--- src/rtl/led_pattern_scheduler_if.sv ---
// Request/grant bundle between game-event requesters and the LED scheduler.
// The requester side drives req/pattern/duration; the scheduler answers with grant/busy/active_id.
interface led_pattern_scheduler_if #(
  parameter int DUR_W = 4
);
  logic [3:0]         req;
  logic [31:0]        req_pattern;
  logic [4*DUR_W-1:0] req_dur;
  logic [3:0]         grant;
  logic               busy;
  logic [1:0]         active_id;

  modport master (
    output req, req_pattern, req_dur,
    input  grant, busy, active_id
  );

  modport slave (
    input  req, req_pattern, req_dur,
    output grant, busy, active_id
  );
endinterface

--- src/rtl/led_pattern_scheduler.sv ---
// Round-robin scheduler sharing the eight board LEDs between four pattern requesters,
// with a display-tick prescaler and an idle all-LED blink.
module led_pattern_scheduler #(
  parameter int TICK_DIV = 6000000,
  parameter int DUR_W    = 4
) (
  input  logic                    clk,
  input  logic                    rst_n,
  led_pattern_scheduler_if.slave  bus,
  output logic [7:0]              leds
);

  localparam int CNT_W = $clog2(TICK_DIV);

  typedef enum logic [1:0] {
    IDLE = 2'd0,
    SHOW = 2'd1,
    GAP  = 2'd2
  } state_t;

  state_t             state, state_nxt;
  logic [CNT_W-1:0]   cnt;
  logic               tick;
  logic               blink;
  logic [7:0]         pat, pat_nxt;
  logic [DUR_W-1:0]   rem, rem_nxt;
  logic [1:0]         last_grant, last_grant_nxt;
  logic [1:0]         active_id_nxt;
  logic [3:0]         grant_nxt;
  logic               busy_nxt;

  logic               found;
  logic [1:0]         winner;
  logic [1:0]         cand;
  logic [7:0]         win_pat;
  logic [DUR_W-1:0]   win_dur;

  // Free-running display-tick prescaler; blink flips on every tick regardless of state.
  assign tick = (cnt == CNT_W'(TICK_DIV - 1));

  // NOTE: sequential state is written with non-blocking (<=) so every register
  // samples pre-edge values; blocking (=) belongs only in always_comb.
  always_ff @(posedge clk or negedge rst_n) begin
    if (!rst_n) begin
      cnt   <= '0;
      blink <= 1'b0;
    end else begin
      cnt <= tick ? '0 : cnt + CNT_W'(1);
      if (tick) blink <= ~blink;
    end
  end

  // Round-robin search: first set req bit strictly after last_grant, wrapping to it last.
  always_comb begin
    found  = 1'b0;
    winner = last_grant;
    cand   = last_grant;
    for (int k = 1; k <= 4; k++) begin
      cand = last_grant + 2'(k);
      if (!found && bus.req[cand]) begin
        found  = 1'b1;
        winner = cand;
      end
    end
  end

  assign win_pat = bus.req_pattern[winner*8 +: 8];
  assign win_dur = bus.req_dur[winner*DUR_W +: DUR_W];

  // NOTE: every output of this block gets a default first, so no path can
  // leave a signal unassigned and infer a latch.
  always_comb begin
    state_nxt      = state;
    pat_nxt        = pat;
    rem_nxt        = rem;
    last_grant_nxt = last_grant;
    active_id_nxt  = bus.active_id;
    grant_nxt      = 4'b0000;
    busy_nxt       = bus.busy;
    leds           = 8'h00;

    unique case (state)
      IDLE: begin
        leds = {8{blink}};
        // Arbitration takes precedence over a coincident tick; that tick is not counted.
        if (found) begin
          grant_nxt      = 4'b0001 << winner;
          pat_nxt        = win_pat;
          rem_nxt        = (win_dur == '0) ? DUR_W'(1) : win_dur;
          active_id_nxt  = winner;
          last_grant_nxt = winner;
          busy_nxt       = 1'b1;
          state_nxt      = SHOW;
        end
      end
      SHOW: begin
        leds = pat;
        if (tick) begin
          if (rem == DUR_W'(1)) state_nxt = GAP;
          else                  rem_nxt   = rem - DUR_W'(1);
        end
      end
      GAP: begin
        leds = 8'h00;
        if (tick) begin
          busy_nxt  = 1'b0;
          state_nxt = IDLE;
        end
      end
      default: state_nxt = IDLE;
    endcase
  end

  // last_grant resets to 3 so requester 0 is searched first after reset.
  always_ff @(posedge clk or negedge rst_n) begin
    if (!rst_n) begin
      state         <= IDLE;
      pat           <= 8'h00;
      rem           <= '0;
      last_grant    <= 2'd3;
      bus.active_id <= 2'd0;
      bus.grant     <= 4'b0000;
      bus.busy      <= 1'b0;
    end else begin
      state         <= state_nxt;
      pat           <= pat_nxt;
      rem           <= rem_nxt;
      last_grant    <= last_grant_nxt;
      bus.active_id <= active_id_nxt;
      bus.grant     <= grant_nxt;
      bus.busy      <= busy_nxt;
    end
  end

endmodule

--- src/flat_wrapper.sv ---
// flat-port wrapper written by rule: the top's interface ports become plain ports
module led_pattern_scheduler_flat 
#(
  parameter int TICK_DIV = 6000000,
  parameter int DUR_W    = 4
)
  (clk, rst_n, leds, bus_req, bus_req_pattern, bus_req_dur, bus_grant, bus_busy, bus_active_id);
  led_pattern_scheduler_if #(.DUR_W(DUR_W)) bus_i ();
  input  logic clk;
  input  logic rst_n;
  output logic [7:0] leds;
  input wire logic [$bits(bus_i.req)-1:0] bus_req;
  input wire logic [$bits(bus_i.req_pattern)-1:0] bus_req_pattern;
  input wire logic [$bits(bus_i.req_dur)-1:0] bus_req_dur;
  output wire logic [$bits(bus_i.grant)-1:0] bus_grant;
  output wire logic [$bits(bus_i.busy)-1:0] bus_busy;
  output wire logic [$bits(bus_i.active_id)-1:0] bus_active_id;
  assign bus_i.req = bus_req;
  assign bus_i.req_pattern = bus_req_pattern;
  assign bus_i.req_dur = bus_req_dur;
  assign bus_grant = bus_i.grant;
  assign bus_busy = bus_i.busy;
  assign bus_active_id = bus_i.active_id;
  led_pattern_scheduler #(.TICK_DIV(TICK_DIV), .DUR_W(DUR_W)) u_core (.clk(clk), .rst_n(rst_n), .bus(bus_i), .leds(leds));
endmodule
--- config.mk ---
export PLATFORM = sky130hd
export DESIGN_NAME = led_pattern_scheduler_flat
export DESIGN_NICKNAME = d
export VERILOG_FILES = /design/src/rtl/led_pattern_scheduler_if.sv /design/src/rtl/led_pattern_scheduler.sv /design/src/flat_wrapper.sv
export SDC_FILE = /design/constraint.sdc
export NUM_CORES = 1
export LEC_CHECK = 0
export CAP_MARGIN = 20
export CORE_MARGIN = 2
export CORE_UTILIZATION = 47
export DETAILED_ROUTE_END_ITERATION = 10
export PLACE_DENSITY = 0.74
export REMOVE_ABC_BUFFERS = 1
export SLEW_MARGIN = 15
export SYNTH_ARGS = -nofsm -noshare
export SYNTH_HDL_FRONTEND = slang
export SYNTH_SLANG_ARGS = --single-unit
--- constraint.sdc ---
create_clock -name clk -period 4.2 [get_ports clk]
set_clock_uncertainty 0.05 [all_clocks]
set_input_delay 0.63 -clock clk [delete_from_list [all_inputs] [get_ports clk]]
set_output_delay 0.63 -clock clk [all_outputs]
set_load 0.005 [all_outputs]
==> key figures <==
Floorplanning
  – Die Ht: slightly below 80 um
  – Number of cell rows: 27
  – Die width: roughly 80 um
  – Die area: around 6300 sq um
  – Initial core utilization: between 40% and 50%
  – Core ar.: ~5500 sq um
  – # IOs: 69

Yosys
  – Seq cells post-synth: 47
  – Post-synth EDFFs: 0
  – Synth Instances: 286
  – Leading area contributor after synthesis: dfrtp_1
  – Asr flop ratio synth: 100%
  – Post-synthesis sequential area ratio: ~44%
  – Synthesized area: 2650 sq um
  – Top-area cell type share of the netlist area: between 40% and 50%
  – Synth Warn #: 0
  – Prevailing post-synth register cell: dfrtp_1
  – Netlist cell types: 43
  – Largest cells by area after synthesis: dfrtp_1, nand2_1, mux2i_1
  – Syn Area/Cell: 9.27 sq um

Clock tree
  – CTS Root Cell: clkbuf_8
  – Total CTS buffers: 5
  – Clk_lat worst skew: ~300 ps
  – Clk sinks: 47
  – Postcts setup bufs: 0
  – CTS resizes: 0
  – CTS H-Tree Depth: 2
  – CTS tree: yes
  – CTS Hold Bufs: 0
  – Reg clk slew, reported paths: about 80 ps
  – Longest Clk Path Bufs: 2

Final layout
  – Synth-to-Final Area Change: 32.2%
  – Fin cells: 422
  – Ant diodes: 0
  – Final #Nets: 406
  – Share of layout cells above drive strength 1: 8.29%
  – Final instance area: 3510 sq um

Hold path
  – HP Class: input port to asynchronous set/reset pin

Detailed routing
  – Iteration-0 DRC Markers: 84
  – WL/cell: around 14 um
  – WL final: roughly 5.7 mm
  – Vias per inst: about 5.2
  – Drt pass-1 iters: 4
  – Drt drc: 0
  – Final ANT Viol Nets: 0
  – Vias: 2,213

Place
  – DP HPWL: 4.26 mm
  – Cells after DPL: between 400 and 500
  – Placed cell area: 3370 sq um
  – # port buffers: 68
  – RD Place Congestion: 0.819

Critical path
  – Critical Path End Type: primary output
  – Crit Path Max Fanout: 14
  – CP Buf/Inv Count: 1
  – Slowest CP cell: dfrtp_1
  – Worst path required time: between 3000 and 4000 ps
  – Worst setup SP type: flip-flop
  – Crit path cell chain: nand2b_1 > a21oi_1 > clkdlybuf4s50_1
  – Critical Path AT: slightly below 2000 ps
  – Critical path type: flip-flop to primary output
  – Crit-path leading delay family: flip-flops
  – CP peak stage delay: between 500 and 600 ps

Timing
  – Pins over their slew limit: 0
  – Final hold vios: 0
  – Final worst-path cycle share: approximately 63%
  – Fmax: 378 MHz
  – Relative slew margins: about 44%
  – Period minus WS final: between 2000 and 3000 ps
  – Worst slew pin tran: about 840 ps
  – Worst hold slack: between 200 and 300 ps
  – Final setup violation count: 0
  – Setup TNS: 0 ps
  – RSZ-0062 raised after global routing: no

Run
  – Max cap viols: 0

Power
  – Comb power frac: a little under a fifth
  – P per Cell Area: 302 nW/um^2
  – Seq pwr share: 45.2%
  – Peak supply drop: about 0.15 mV
  – Pint: between 800 and 900 uW
  – Clk pwr share: a little under two fifths
  – NetSw: 240 uW
  – Net Sw Frac: about 23%
  – Pleak: between 0.0015 and 0.002 uW

GRT
  – Total grt overflow: 0
  – First-pass GRT wire length: 9.69 mm
  – All-Layer GR Usage: about a fifth
  – Largest net degree at the start of global routing: between 40 and 50
  – Initial antenna violation count: 0
  – Vias in the first global route: between 2,000 and 2,500

Status
  – Status: finished, final reports clean
[final cells by class]
class,count,area [sq um]
inverter,5,18.8
clock inverter,2,60.1
fill,497,1970
sequential,47,1180
clock buffer,6,72.6
tap,72,90.1
multi-input combinational,220,1390
timing repair buffer,70,693
[placed cells by master (no fill, tap or decap), types with 2 or more instances in the layout]
master	instances
a21oi_1	17
and3_1	10
buf_4	3
bufinv_16	2
clkbuf_8	5
clkdlybuf4s50_1	67
dfrtp_1	45
dfstp_2	2
ha_1	3
inv_1	5
mux2_2	11
mux2i_1	15
nand2_1	44
nand2b_1	3
nand3_1	12
nor2_1	25
nor2b_1	7
nor3_1	5
o21ai_0	23
o21ai_1	2
o22a_1	2
or3_1	3
xnor2_1	10
xor2_1	9
[worst reg2reg max path: cells and delay by family, from the launching register on]
family / cells / cell delay, ps
compound gates: 3 / 670
flops: 1 / 430
simple gates: 3 / 1200
[per-layer routing]
layer	vias up	share of wire, %	track usage (%)
li1	1114	-	-
met1	1024	44	23.4
met2	68	48	33.1
met3	7	6.9	6.14
met4	0	1.2	6.21
met5	-	0	0
[cells by family after synthesis]
| kind of cell | after synthesis | synth area share [%] |
|---|---|---|
| mux | 26 | 10.3 |
| flops | 47 | 44.4 |
| xor+xnor | 19 | 6.27 |
| simple gates | 118 | 21.3 |
| buf+inv | 19 | 3.54 |
| fa+ha+maj | 3 | 1.42 |
| compound gates | 54 | 12.7 |
[worst paths after layout]
path / from / to / cells after the start / slack, ps
max: u_core.state[0] / leds[6] / 3 / 1560
min: rst_n / u_core.cnt[4] / 1 / 280
max reg2reg: u_core.cnt[2] / u_core.rem[1] / 6 / 1790
min reg2reg: u_core.blink / u_core.blink / 1 / 440
max in group asynchronous: rst_n / u_core.state[1] / 1 / 3420
min in group clk: u_core.blink / u_core.blink / 1 / 440
[per-stage QoR]
| step | setup WS (ps) | utilization [%] | total power, uW |
|---|---|---|---|
| after floorplan | -168 | - | 579 |
| after global placement | 1290 | 61.6 | 679 |
| after detailed placement | 1240 | 61.6 | 682 |
| after CTS | 1530 | 64.0 | 1070 |
| after global routing | 1400 | 64.1 | 1110 |
| final | 1560 | 64.1 | 1060 |
[registers in the layout, indices dropped and copies added (netlist names), 2 cells and up]
signal	count
u_core.state	2
u_core.bus.active_id	2
u_core.rem	4
u_core.pat	8
u_core.bus.grant	4
u_core.cnt	23
u_core.last_grant	2
[Yosys cell counts, types with 2 or more instances]
| library cell | instances |
|---|---|
| buf_2 | 3 |
| clkbuf_1 | 6 |
| a21oi_1 | 17 |
| xnor2_1 | 10 |
| o31ai_1 | 2 |
| xor2_1 | 9 |
| dfstp_2 | 2 |
| or3_1 | 3 |
| o22a_1 | 2 |
| and3_1 | 10 |
| ha_1 | 3 |
| mux2_2 | 11 |
| nor2b_1 | 7 |
| nor2_1 | 25 |
| buf_4 | 3 |
| o21ai_0 | 23 |
| mux2i_1 | 15 |
| nor3_1 | 5 |
| inv_1 | 5 |
| nand3_1 | 12 |
| o21ai_1 | 2 |
| dfrtp_1 | 45 |
| nand2b_1 | 3 |
| nand2_1 | 44 |
[power by group through the flow]
| stage | registers [uW] | clock network [uW] | logic [uW] |
|---|---|---|---|
| 6_report | 478 | 389 | 192 |
| 5_1_grt | 481 | 420 | 212 |
| 4_1_cts | 478 | 400 | 196 |
| 3_5_place_dp | 487 | 0 | 195 |
| 3_3_place_gp | 487 | 0 | 192 |
| 2_1_floorplan | 484 | 0 | 94.7 |
Power figures use the tool's default switching activity.
